**src/rtl/vram_write_scheduler_pkg.sv**
```systemverilog
// Shared definitions for the VRAM write scheduler: default sizes, fill states,
// and the round-robin arbitration helper.
package vram_write_scheduler_pkg;

    localparam int DEFAULT_ADDR_WIDTH  = 16;
    localparam int DEFAULT_COLOR_WIDTH = 3;
    localparam int DEFAULT_FIFO_DEPTH  = 4;

    typedef enum logic [1:0] {
        FILL_IDLE = 2'd0,
        FILL_RUN  = 2'd1,
        FILL_DONE = 2'd2
    } fill_state_t;

    typedef enum logic {
        OWNER_CPU  = 1'b0,
        OWNER_FILL = 1'b1
    } owner_t;

    // On contention the requester that did not win last time takes the port.
    function automatic owner_t rr_pick(input logic cpu_req, input logic fill_req,
                                       input owner_t last_owner);
        owner_t pick;
        if (cpu_req && fill_req)
            pick = (last_owner == OWNER_CPU) ? OWNER_FILL : OWNER_CPU;
        else if (cpu_req)
            pick = OWNER_CPU;
        else
            pick = OWNER_FILL;
        return pick;
    endfunction

endpackage

```
**src/rtl/vram_write_scheduler_if.sv**
```systemverilog
// Bus bundle for the scheduler: CPU pixel writes, fill control and the video
// memory write port. The DUT sits on the slave side.
interface vram_write_scheduler_if
    import vram_write_scheduler_pkg::*;
#(
    parameter int ADDR_WIDTH  = DEFAULT_ADDR_WIDTH,
    parameter int COLOR_WIDTH = DEFAULT_COLOR_WIDTH
);
    logic                   cpu_write;
    logic [ADDR_WIDTH-1:0]  cpu_address;
    logic [COLOR_WIDTH-1:0] cpu_color;
    logic                   cpu_full;
    logic                   cpu_overflow;

    logic                   fill_start;
    logic [ADDR_WIDTH-1:0]  fill_base;
    logic [ADDR_WIDTH-1:0]  fill_count;
    logic [COLOR_WIDTH-1:0] fill_color;
    logic                   fill_busy;
    logic                   fill_done;

    logic                   write_enable;
    logic [ADDR_WIDTH-1:0]  write_address;
    logic [COLOR_WIDTH-1:0] write_data;

    modport master (
        output cpu_write, cpu_address, cpu_color,
        output fill_start, fill_base, fill_count, fill_color,
        input  cpu_full, cpu_overflow, fill_busy, fill_done,
        input  write_enable, write_address, write_data
    );

    modport slave (
        input  cpu_write, cpu_address, cpu_color,
        input  fill_start, fill_base, fill_count, fill_color,
        output cpu_full, cpu_overflow, fill_busy, fill_done,
        output write_enable, write_address, write_data
    );

endinterface

```
**src/rtl/vram_write_fifo.sv**
```systemverilog
// CPU write buffer: power-of-two depth circular FIFO with show-ahead read data.
// Push when full and pop when empty are ignored.
module vram_write_fifo #(
    parameter int DEPTH = 4,
    parameter int WIDTH = 19
) (
    input  logic             clk,
    input  logic             rst,
    input  logic             push,
    input  logic             pop,
    input  logic [WIDTH-1:0] wr_data,
    output logic             full,
    output logic             empty,
    output logic [WIDTH-1:0] rd_data
);
    localparam int PTR_W = (DEPTH > 1) ? $clog2(DEPTH) : 1;

    logic [WIDTH-1:0] mem [DEPTH];
    logic [PTR_W-1:0] wr_ptr;
    logic [PTR_W-1:0] rd_ptr;
    logic [PTR_W:0]   count;
    logic             do_push;
    logic             do_pop;

    assign full    = (count == (PTR_W+1)'(DEPTH));
    assign empty   = (count == '0);
    assign do_push = push && !full;
    assign do_pop  = pop && !empty;
    assign rd_data = mem[rd_ptr];

    always_ff @(posedge clk) begin
        if (do_push)
            mem[wr_ptr] <= wr_data;
    end

    always_ff @(posedge clk or posedge rst) begin
        if (rst) begin
            wr_ptr <= '0;
            rd_ptr <= '0;
            count  <= '0;
        end else begin
            if (do_push)
                wr_ptr <= wr_ptr + 1'b1;
            if (do_pop)
                rd_ptr <= rd_ptr + 1'b1;
            case ({do_push, do_pop})
                2'b10:   count <= count + 1'b1;
                2'b01:   count <= count - 1'b1;
                default: count <= count;
            endcase
        end
    end

endmodule

```
**src/rtl/vram_write_scheduler.sv**
```systemverilog
// Merges buffered CPU pixel writes and a rectangular-span fill engine onto one
// registered video memory write port with round-robin arbitration.
//
//   state     | meaning
//   ----------+-----------------------------------------------------------
//   FILL_IDLE | waiting for fill_start
//   FILL_RUN  | requesting the port; one pixel per granted cycle
//   FILL_DONE | fill finished; fill_done pulses in the following cycle
module vram_write_scheduler
    import vram_write_scheduler_pkg::*;
#(
    parameter int ADDR_WIDTH  = DEFAULT_ADDR_WIDTH,
    parameter int COLOR_WIDTH = DEFAULT_COLOR_WIDTH,
    parameter int FIFO_DEPTH  = DEFAULT_FIFO_DEPTH
) (
    input  logic                 clk,
    input  logic                 rst,
    vram_write_scheduler_if.slave bus
);
    localparam int ENTRY_W = ADDR_WIDTH + COLOR_WIDTH;

    fill_state_t            state;
    fill_state_t            state_next;
    logic                   load_fill;
    logic                   step_fill;
    logic [ADDR_WIDTH-1:0]  fill_addr;
    logic [ADDR_WIDTH-1:0]  fill_remaining;
    logic [COLOR_WIDTH-1:0] fill_color_q;
    logic                   fill_done_q;

    logic                   fifo_full;
    logic                   fifo_empty;
    logic                   fifo_push;
    logic [ENTRY_W-1:0]     fifo_rd_data;
    logic                   overflow_q;

    logic                   cpu_req;
    logic                   fill_req;
    owner_t                 winner;
    owner_t                 last_owner;
    logic                   grant_cpu;
    logic                   grant_fill;

    logic                   write_enable_q;
    logic [ADDR_WIDTH-1:0]  write_address_q;
    logic [COLOR_WIDTH-1:0] write_data_q;

    // A write arriving while full is dropped even if a pop frees a slot this cycle.
    assign fifo_push = bus.cpu_write && !fifo_full;

    vram_write_fifo #(
        .DEPTH (FIFO_DEPTH),
        .WIDTH (ENTRY_W)
    ) u_fifo (
        .clk     (clk),
        .rst     (rst),
        .push    (fifo_push),
        .pop     (grant_cpu),
        .wr_data ({bus.cpu_address, bus.cpu_color}),
        .full    (fifo_full),
        .empty   (fifo_empty),
        .rd_data (fifo_rd_data)
    );

    assign cpu_req    = !fifo_empty;
    assign fill_req   = (state == FILL_RUN);
    assign winner     = rr_pick(cpu_req, fill_req, last_owner);
    assign grant_cpu  = cpu_req && (winner == OWNER_CPU);
    assign grant_fill = fill_req && (winner == OWNER_FILL);

    always_ff @(posedge clk or posedge rst) begin
        if (rst)
            state <= FILL_IDLE;
        else
            state <= state_next;
    end

    always_comb begin
        state_next = state;
        load_fill  = 1'b0;
        step_fill  = 1'b0;
        case (state)
            FILL_IDLE: begin
                if (bus.fill_start) begin
                    if (bus.fill_count != '0) begin
                        state_next = FILL_RUN;
                        load_fill  = 1'b1;
                    end else begin
                        state_next = FILL_DONE;
                    end
                end
            end
            FILL_RUN: begin
                if (grant_fill) begin
                    step_fill = 1'b1;
                    if (fill_remaining == ADDR_WIDTH'(1))
                        state_next = FILL_DONE;
                end
            end
            FILL_DONE: state_next = FILL_IDLE;
            default:   state_next = FILL_IDLE;
        endcase
    end

    // Remaining pixels count down to the terminal value of one.
    always_ff @(posedge clk or posedge rst) begin
        if (rst) begin
            fill_addr      <= '0;
            fill_remaining <= '0;
            fill_color_q   <= '0;
            fill_done_q    <= 1'b0;
        end else begin
            if (load_fill) begin
                fill_addr      <= bus.fill_base;
                fill_remaining <= bus.fill_count;
                fill_color_q   <= bus.fill_color;
            end else if (step_fill) begin
                fill_addr      <= fill_addr + 1'b1;
                fill_remaining <= fill_remaining - 1'b1;
            end
            fill_done_q <= (state == FILL_DONE);
        end
    end

    always_ff @(posedge clk or posedge rst) begin
        if (rst) begin
            last_owner <= OWNER_FILL;
            overflow_q <= 1'b0;
        end else begin
            if (grant_cpu)
                last_owner <= OWNER_CPU;
            else if (grant_fill)
                last_owner <= OWNER_FILL;
            if (bus.cpu_write && fifo_full)
                overflow_q <= 1'b1;
        end
    end

    always_ff @(posedge clk or posedge rst) begin
        if (rst) begin
            write_enable_q  <= 1'b0;
            write_address_q <= '0;
            write_data_q    <= '0;
        end else begin
            write_enable_q <= grant_cpu || grant_fill;
            if (grant_cpu) begin
                write_address_q <= fifo_rd_data[ENTRY_W-1:COLOR_WIDTH];
                write_data_q    <= fifo_rd_data[COLOR_WIDTH-1:0];
            end else if (grant_fill) begin
                write_address_q <= fill_addr;
                write_data_q    <= fill_color_q;
            end
        end
    end

    assign bus.cpu_full      = fifo_full;
    assign bus.cpu_overflow  = overflow_q;
    assign bus.fill_busy     = (state != FILL_IDLE);
    assign bus.fill_done     = fill_done_q;
    assign bus.write_enable  = write_enable_q;
    assign bus.write_address = write_address_q;
    assign bus.write_data    = write_data_q;

endmodule

```
**src/flat_wrapper.sv**
```systemverilog
// flat-port wrapper written by rule: the top's interface ports become plain ports
module vram_write_scheduler_flat import vram_write_scheduler_pkg::*;
#(
    parameter int ADDR_WIDTH  = DEFAULT_ADDR_WIDTH,
    parameter int COLOR_WIDTH = DEFAULT_COLOR_WIDTH,
    parameter int FIFO_DEPTH  = DEFAULT_FIFO_DEPTH
)
  (clk, rst, bus_cpu_write, bus_cpu_address, bus_cpu_color, bus_fill_start, bus_fill_base, bus_fill_count, bus_fill_color, bus_cpu_full, bus_cpu_overflow, bus_fill_busy, bus_fill_done, bus_write_enable, bus_write_address, bus_write_data);
  vram_write_scheduler_if #(.ADDR_WIDTH(ADDR_WIDTH), .COLOR_WIDTH(COLOR_WIDTH)) bus_i ();
  input  logic clk;
  input  logic rst;
  input wire logic [$bits(bus_i.cpu_write)-1:0] bus_cpu_write;
  input wire logic [$bits(bus_i.cpu_address)-1:0] bus_cpu_address;
  input wire logic [$bits(bus_i.cpu_color)-1:0] bus_cpu_color;
  input wire logic [$bits(bus_i.fill_start)-1:0] bus_fill_start;
  input wire logic [$bits(bus_i.fill_base)-1:0] bus_fill_base;
  input wire logic [$bits(bus_i.fill_count)-1:0] bus_fill_count;
  input wire logic [$bits(bus_i.fill_color)-1:0] bus_fill_color;
  output wire logic [$bits(bus_i.cpu_full)-1:0] bus_cpu_full;
  output wire logic [$bits(bus_i.cpu_overflow)-1:0] bus_cpu_overflow;
  output wire logic [$bits(bus_i.fill_busy)-1:0] bus_fill_busy;
  output wire logic [$bits(bus_i.fill_done)-1:0] bus_fill_done;
  output wire logic [$bits(bus_i.write_enable)-1:0] bus_write_enable;
  output wire logic [$bits(bus_i.write_address)-1:0] bus_write_address;
  output wire logic [$bits(bus_i.write_data)-1:0] bus_write_data;
  assign bus_i.cpu_write = bus_cpu_write;
  assign bus_i.cpu_address = bus_cpu_address;
  assign bus_i.cpu_color = bus_cpu_color;
  assign bus_i.fill_start = bus_fill_start;
  assign bus_i.fill_base = bus_fill_base;
  assign bus_i.fill_count = bus_fill_count;
  assign bus_i.fill_color = bus_fill_color;
  assign bus_cpu_full = bus_i.cpu_full;
  assign bus_cpu_overflow = bus_i.cpu_overflow;
  assign bus_fill_busy = bus_i.fill_busy;
  assign bus_fill_done = bus_i.fill_done;
  assign bus_write_enable = bus_i.write_enable;
  assign bus_write_address = bus_i.write_address;
  assign bus_write_data = bus_i.write_data;
  vram_write_scheduler #(.ADDR_WIDTH(ADDR_WIDTH), .COLOR_WIDTH(COLOR_WIDTH), .FIFO_DEPTH(FIFO_DEPTH)) u_core (.clk(clk), .rst(rst), .bus(bus_i));
endmodule
```
**config.mk**
```make
export PLATFORM = sky130hd
export DESIGN_NAME = vram_write_scheduler_flat
export DESIGN_NICKNAME = d
export VERILOG_FILES = /design/src/rtl/vram_write_scheduler_pkg.sv /design/src/rtl/vram_write_scheduler_if.sv /design/src/rtl/vram_write_fifo.sv /design/src/rtl/vram_write_scheduler.sv /design/src/flat_wrapper.sv
export SDC_FILE = /design/constraint.sdc
export NUM_CORES = 1
export LEC_CHECK = 0
export BUFFER_PORTS_ARGS = -buffer_cell sky130_fd_sc_hd__buf_2
export CORE_MARGIN = 1
export CORE_UTILIZATION = 58
export CTS_BUF_LIST = sky130_fd_sc_hd__clkbuf_16
export DETAILED_ROUTE_END_ITERATION = 12
export GPL_TIMING_DRIVEN = 0
export PLACE_DENSITY = 0.86
export REMOVE_ABC_BUFFERS = 1
export SLEW_MARGIN = 10
export SYNTH_ARGS = -nofsm -noshare
export SYNTH_HDL_FRONTEND = slang
export SYNTH_SLANG_ARGS = --single-unit
```
**constraint.sdc**
```tcl
create_clock -name clk -period 2.71 [get_ports clk]
set_input_delay 0.4065 -clock clk [delete_from_list [all_inputs] [get_ports clk]]
set_output_delay 0.4065 -clock clk [all_outputs]
set_load 0.05 [all_outputs]
```
==> metrics.md, run 1 <==
| Metric | Value |
|---|---|
| Status | complete, no violations |
| Sw Share | 41.1% |
| Met2 WL | 7270 µm |
| Worst r2r src | u_core.state[1] |
| DP Area | 0.00706 mm² |
| Startpoint Class | register |
| Final wirelength | 14700 µm |
| Endpoint of the worst hold path | u_core.u_fifo.mem[0][9] |
| M1 WL | 6000 µm |
| Asr flop ratio synth | 46.9% |
| CP Cell Sequence | nand2b_1, nor2_4, o21ai_0, a221o_1 |
| Root Driver | clkbuf_16 |
| Drt initial violations | 514 |
| Worst reg2reg endpoint | u_core.fill_remaining[4] |
| Top cells by area, synth | edfxtp_1 (35%), dfrtp_1 (25%), mux4_2 (6.5%), a21oi_1 (2.2%), a221o_1 (2.1%) |
| Fillers | 709 |
| IO Port Bufs | 81 |
| Final ANT Viol Nets | 0 |
| Max_cap viols | 0 |
| Setup CP Type | reg -> reg |
| Vias in the first global route | 4635 |
| Seq cells post-synth | 143 |
| Finished layout cell area | 0.00768 mm² |
| Core Rows | 38 |
| HPWL after DPL | 9490 µm |
| Worst path bufs/invs | 0 |
| First-pass DRT Iterations | 5 |
| RD Place Congestion | 0.848 |
| Measured slew at the worst slew-check pin | 0.990 ns |
| Clk network pwr share | 22.8% |
| Crit-path max cell delay | 0.87 ns |
| Reg2reg setup slack | 0.21 ns |
| Peak supply drop | 0.000873 V |
| RSZ-0062 raised after global routing | false |
| Rel. slew slack | 34.0% |
| CTS tree | done |
| Sw power | 0.00423 W |
| Largest net degree at the start of global routing | 49 |
| Worst skew pair latency | 0.43 ns |
| Arr. time, crit path | 2.80 ns |
| Clock slew seen by the registers of the worst setup and hold paths | 0.06 ns |
| Yosys warns | 0 |
| Int Pwr | 0.00607 W |
| Die height | 108 µm |
| I/O Pins | 82 |
| Final hold vios | 0 |
| Synth top area share | 34.9% |
| Max Freq | 400 MHz |
| Layout cell share with drive strength beyond 1 | 25.8% |
| Period utilization | 92.2% |
| Post-synth top cells | edfxtp_1 (76), dfrtp_1 (66), a21oi_1 (29) |
| Hold Slack | 0.190 ns |
| Finished Layout Cells | 726 |
| Setup violations, final | 0 |
| Cell taking the most area after synthesis | edfxtp_1 |
| Placed cells | 693 |
| Vias | 4723 |
| Worst hold path startpoint | bus_cpu_address[6] |
| Synthesized instance count | 498 |
| Critical Path Fanout Max | 36 |
| Routed wl met3 | 1000 µm |
| H-tree levels | 4 |
| Initial antenna violation count | 0 |
| Post-synthesis cell type count | 58 |
| Skew final | 0.00977 ns |
| Slew Limit Fails | 0 |
| Avg Inst Size Synth | 13.1 µm² |
| Power per Cell Area | 1340 mW/mm² |
| # diodes | 0 |
| Flop pwr share | 37.2% |
| Overall power | 0.0103 W |
| Tmin final | 2.50 ns |
| Leak | 3.01 nW |
| Combinational power share | 40.0% |
| Predominant post-synthesis flop cell | edfxtp_1 |
| Syn-to-layout area delta | 17.6% |
| Worst hold path depth | 1 |
| Top-count cell post-synth | edfxtp_1 |
| Post-synthesis sequential area ratio | 60.6% |
| Die ar. | 0.0117 mm² |
| Routed len/inst | 20.2 µm |
| Family with the most delay on the worst path | simple AND/OR/NAND/NOR gates |
| First-pass GRT wire length | 23400 µm |
| Worst Reg2Reg Path Length in Cells | 4 |
| GRT Resource Usage Total | 27.1% |
| Vias per std cell | 6.51 |
| Starting Density | 60.0% |
| Core ar. | 0.0109 mm² |
| Post CTS Setup Buffer Count | 0 |
| TritonCTS buffer count | 17 |
| Grt total ovfl | 0 |
| Drt drc | 0 |
| EDFF count, synth | 76 |
| Synthesized cell area | 0.00654 mm² |
| Slowest CP cell | nor2_4 |
| Sink Count | 143 |
| Fin util | 70.6% |
| Critical Path RT | 3.01 ns |
| Top layer reached by signal wires | met4 |
| Critical Path Sink Type | register |
| Clock Tree Buf Depth | 2 |
| Die X | 108 µm |
| Fin nets | 640 |
| Worst hold path type | in -> reg |
-- flip-flops by register name, indices dropped and copies added, names as in the netlist --
name                      count
u_core.bus.cpu_overflow       1
u_core.bus.write_address     16
u_core.u_fifo.wr_ptr          2
u_core.state                  2
u_core.fill_remaining        16
u_core.fill_color_q           3
u_core.last_owner             1
u_core.u_fifo.rd_ptr          2
u_core.u_fifo.count           3
u_core.fill_addr             16
u_core.u_fifo.mem            76
u_core.bus.write_data         3
u_core.bus.write_enable       1
u_core.bus.fill_done          1
-- per-stage QoR --
step	worst slack (ns)	setup TNS, ns
6_report	0.211	0
5_1_grt	0.0985	0
4_1_cts	0.134	0
3_5_place_dp	-0.591	-5.37
3_3_place_gp	-2.48	-81.30
2_1_floorplan	-1.40	-19.38
-- timing repair --
action                                  4_1_cts  5_1_grt
endpoints found under the setup margin       28        2
gates resized for setup                       2        2
hold buffers                                  1        0
endpoints found under the hold margin        18        0
-- cell usage in the layout, fill, tap and decap left out, types with 4 or more instances in the layout --
cell        n
nor3_1     15
a21oi_1    28
o31ai_1     6
edfxtp_1   76
a22o_1      4
mux4_2     19
nand2_1    20
nor2_1     14
a31oi_1     5
clkbuf_16  17
a22oi_1    17
ha_1        8
nor4_1      5
or4_1      11
a221o_1    14
mux2i_1     9
dfrtp_1    65
a211o_1     4
or3_1       9
a211oi_1    4
xnor2_1     4
nand4_1     5
nor2b_1    18
buf_2      81
o21ai_0    28
and2_1      4
inv_1      14
nand3_1    15
-- cell type report --
class	instances	area (µm²)	area share, %
sequential	143	3960	51.6
multi-input combinational	312	2430	31.6
tap	140	175	2.28
clock buffer	17	425	5.54
clock inverter	15	170	2.21
inverter	13	51.3	0.668
timing repair buffer	86	473	6.16
-- cells by family (layout without fill, tap and decap cells) --
group	Yosys count	count (layout)	synth area share [%]
xor gates and xnor gates	7	7	0.938
DFF	143	143	60.6
and+or+nand+nor	137	137	11.8
muxes	29	29	8.10
adders and majority gates	9	9	1.84
AOI/OAI and AO/OA	130	130	13.9
buffers and inverters	43	131	2.87
-- metal layers --
metal  GRT usage, %  vias up
met5              0        -
met2           44.4      215
met4           10.3        0
met3           7.90       36
met1           34.2     2358
li1               -     2114
-- worst max path at each step --
stage                                     to  depth (start not counted)  slack (ns)              startpoint
finish              u_core.fill_remaining[4]                          4        0.21         u_core.state[1]
global route          u_core.u_fifo.count[2]                          8         0.1       u_core.last_owner
CTS                   u_core.u_fifo.count[2]                          8        0.13       u_core.last_owner
detailed placement      u_core.fill_addr[12]                          4       -0.59         u_core.state[0]
global placement      u_core.u_fifo.count[2]                          8       -2.48  u_core.u_fifo.count[0]
floorplan             u_core.u_fifo.count[2]                          8       -1.40  u_core.u_fifo.count[0]
-- power groups by stage --
stage	sequential (W)	combinational, W	clock (W)
after global placement	0.00378	0.00379	0
after global routing	0.00393	0.00445	0.00246
after CTS	0.00382	0.00410	0.00236
final	0.00383	0.00412	0.00234
after floorplan	0.00413	0.00252	0
after detailed placement	0.00385	0.00401	0
Note: power is estimated with default switching activity, not from simulation.
==> run 2, diff against run 1 <==
- ABC_AREA: unset -> 1
==> run 2 against run 1 <==
Net effect:
- non-clock buffer count stayed put
- die area is 3.6% higher
- core utilization is 2.1 points lower
- clock skew is 0.0019 ns lower
- synthesized area is 3.6% higher
- clock-buffer cell count stayed put
- critical path type unchanged
- critical endpoint is now u_core.fill_remaining[0]
- largest cell class unchanged
- largest power group unchanged
==> metrics.md, run 2 <==
| Metric | Value |
|---|---|
| Critical Path Fanout Max | 44 |
| Int Pwr | 0.00549 W |
| Setup violations, final | 0 |
| IO Port Bufs | 81 |
| Post-synthesis cell type count | 33 |
| Top cells by area, synth | edfxtp_1 (34%), dfrtp_1 (24%), nand3_1 (7.5%), nand2_1 (7.4%), nor2_1 (6.3%) |
| Skew final | 0.00789 ns |
| Max reg flops | 76 |
| Largest net degree at the start of global routing | 68 |
| Vias in the first global route | 5145 |
| Asr flop ratio synth | 46.9% |
| Core ar. | 0.0114 mm² |
| Leak | 3.36 nW |
| Drt drc | 0 |
| Power per Cell Area | 1270 mW/mm² |
| Final ANT Viol Nets | 0 |
| Worst hold path type | in -> async |
| Pre-CTS setup slack | -0.246 ns |
| Vias | 5512 |
| Post CTS Setup Buffer Count | 0 |
| Seq cells post-synth | 143 |
| Tmin final | 2.50 ns |
| Finished layout cell area | 0.00782 mm² |
| CTS tree | done |
| Measured slew at the worst slew-check pin | 1.22 ns |
| Starting Density | 59.3% |
| # diodes | 0 |
| Max_cap viols | 0 |
| TritonCTS buffer count | 17 |
| Max Freq | 400 MHz |
| Commonest non-fill, non-tap cell in the layout | nand2_1 |
| Clk network pwr share | 21.3% |
| Critical Path RT | 3.03 ns |
| Synthesized cell area | 0.00677 mm² |
| Placed cells | 914 |
| Combinational power share | 41.1% |
| Post-synth top cells | nand2_1 (134), nor2_1 (113), nand3_1 (101) |
| RSZ-0062 raised after global routing | true |
| Most frequent cells in the layout | nand2_1 (134), nor2_1 (109), nand3_1 (101) |
| Final worst slack | 0.210 ns |
| Root Driver | clkbuf_16 |
| Worst r2r src | u_core.state[1] |
| Drt initial violations | 548 |
| Yosys warns | 0 |
| Predominant post-synthesis flop cell | edfxtp_1 |
| Slew Limit Fails | 0 |
| I/O Pins | 82 |
| RD Place Congestion | 0.919 |
| Clock Tree Buf Depth | 2 |
| Worst Setup SP | u_core.state[1] |
| Reg2reg setup slack | 0.21 ns |
| Status | complete, no violations |
| DP Area | 0.00728 mm² |
| Post-synthesis sequential area ratio | 58.5% |
| Final hold vios | 0 |
| Synthesized instance count | 717 |
| Synth top area share | 33.7% |
| Avg Inst Size Synth | 9.44 µm² |
| Rel. slew slack | 18.3% |
| Cell taking the most area after synthesis | edfxtp_1 |
| First-pass GRT wire length | 24500 µm |
| Period utilization | 92.3% |
| Arr. time, crit path | 2.82 ns |
| Grt total ovfl | 0 |
| Clock slew seen by the registers of the worst setup and hold paths | 0.06 ns |
| Worst reg2reg endpoint | u_core.fill_remaining[0] |
| Startpoint Class | register |
| First-pass DRT Iterations | 7 |
| Syn-to-layout area delta | 15.5% |
| Top-count cell post-synth | nand2_1 |
| CP Cell Sequence | inv_1, nand2_1, nor2_4, nand2_4, or2_2, nand2_1, inv_1 |
| Worst skew pair latency | 0.43 ns |
| Fin nets | 857 |
| Vias per std cell | 5.83 |
| Die height | 110 µm |
| Fin util | 68.5% |
| Final wirelength | 15400 µm |
| Crit-path max cell delay | 0.66 ns |
| Die X | 110 µm |
| GRT Resource Usage Total | 27.2% |
| Slowest CP cell | nor2_4 |
| Worst Reg2Reg Path Length in Cells | 7 |
| Initial antenna violation count | 0 |
| Setup CP Type | reg -> reg |
| Core Rows | 39 |
| Final TNS setup | 0 ns |
| Flop pwr share | 37.6% |
| Finished Layout Cells | 946 |
| Routed len/inst | 16.2 µm |
| EDFF count, synth | 76 |
| Die ar. | 0.0121 mm² |
| Sw Share | 44.6% |
| H-tree levels | 4 |
| HPWL after DPL | 9960 µm |
| Layout cell share with drive strength beyond 1 | 17.6% |
| Sink Count | 143 |
| Largest Register | u_core.u_fifo.mem |
| Critical Path Sink Type | register |
| Peak supply drop | 0.000698 V |
| Last element of the critical path | u_core.fill_remaining[0] |
| Sw power | 0.00443 W |
-- run 2: power by group through the flow --
stage	Sequential [W]	Combinational [W]	Clock, W
6_report	0.00373	0.00407	0.00211
5_1_grt	0.00381	0.00452	0.00224
4_1_cts	0.00370	0.00405	0.00214
3_5_place_dp	0.00374	0.00398	0
3_3_place_gp	0.00371	0.00371	0
2_1_floorplan	0.00410	0.00243	0
-- run 2: worst min path at each step --
| stage | endpoint | slack, ns | cells after the start |
|---|---|---|---|
| floorplan | u_core.fill_color_q[0] | 0.44 | 2 |
| global placement | u_core.bus.cpu_overflow | 0.45 | 1 |
| detailed placement | u_core.bus.cpu_overflow | 0.45 | 1 |
| CTS | u_core.fill_remaining[1] | 0.05 | 3 |
| global route | u_core.fill_remaining[2] | 0.06 | 3 |
| finish | u_core.fill_remaining[2] | 0.03 | 3 |
-- run 2: logic make-up after synthesis --
family | after synthesis | share of synthesized area, %
adders and majority gates | 9 | 1.77
buffers and inverters | 81 | 5.43
and+or+nand+nor | 371 | 23.9
xor gates and xnor gates | 22 | 2.85
AOI/OAI and AO/OA | 90 | 7.39
muxes | 1 | 0.148
DFF | 143 | 58.5
-- run 2: area by class of cell --
type                            count  area (µm²)
Clock inverter                     15         111
Inverter                           49         195
Clock buffer                       17         425
Sequential cell                   143        3960
Tap cell                          143         179
Multi-Input combinational cell    493        2450
Fill cell                         842        3600
Timing Repair Buffer               86         493
-- run 2: worst max-delay path, delay by kind of cell, from the launching register on --
| family | cells | cell delay [ns] |
|---|---|---|
| and+or+nand+nor | 5 | 1.78 |
| DFF | 1 | 0.44 |
| buffers and inverters | 2 | 0.14 |
-- run 2: routing by layer --
| layer | vias up | routed length (µm) | global-route usage (%) |
|---|---|---|---|
| li1 | 2560 | - | - |
| met1 | 2645 | 6210 | 34.1 |
| met2 | 255 | 7490 | 43.5 |
| met3 | 52 | 1200 | 8.29 |
| met4 | 0 | 458 | 12.7 |
| met5 | - | 0 | 0 |
-- run 2: what timing repair did --
item                                    CTS  global route
pin swaps                                 0             0
hold buffers                              0             0
endpoints found under the setup margin   19             2
gates resized for setup                   1             1
-- run 2: metrics by stage --
stage               hold WS, ns  total power, W
floorplan                 0.442         0.00653
global placement          0.448         0.00742
detailed placement        0.454         0.00772
CTS                      0.0476         0.00990
global route             0.0620          0.0106
finish                   0.0270         0.00992
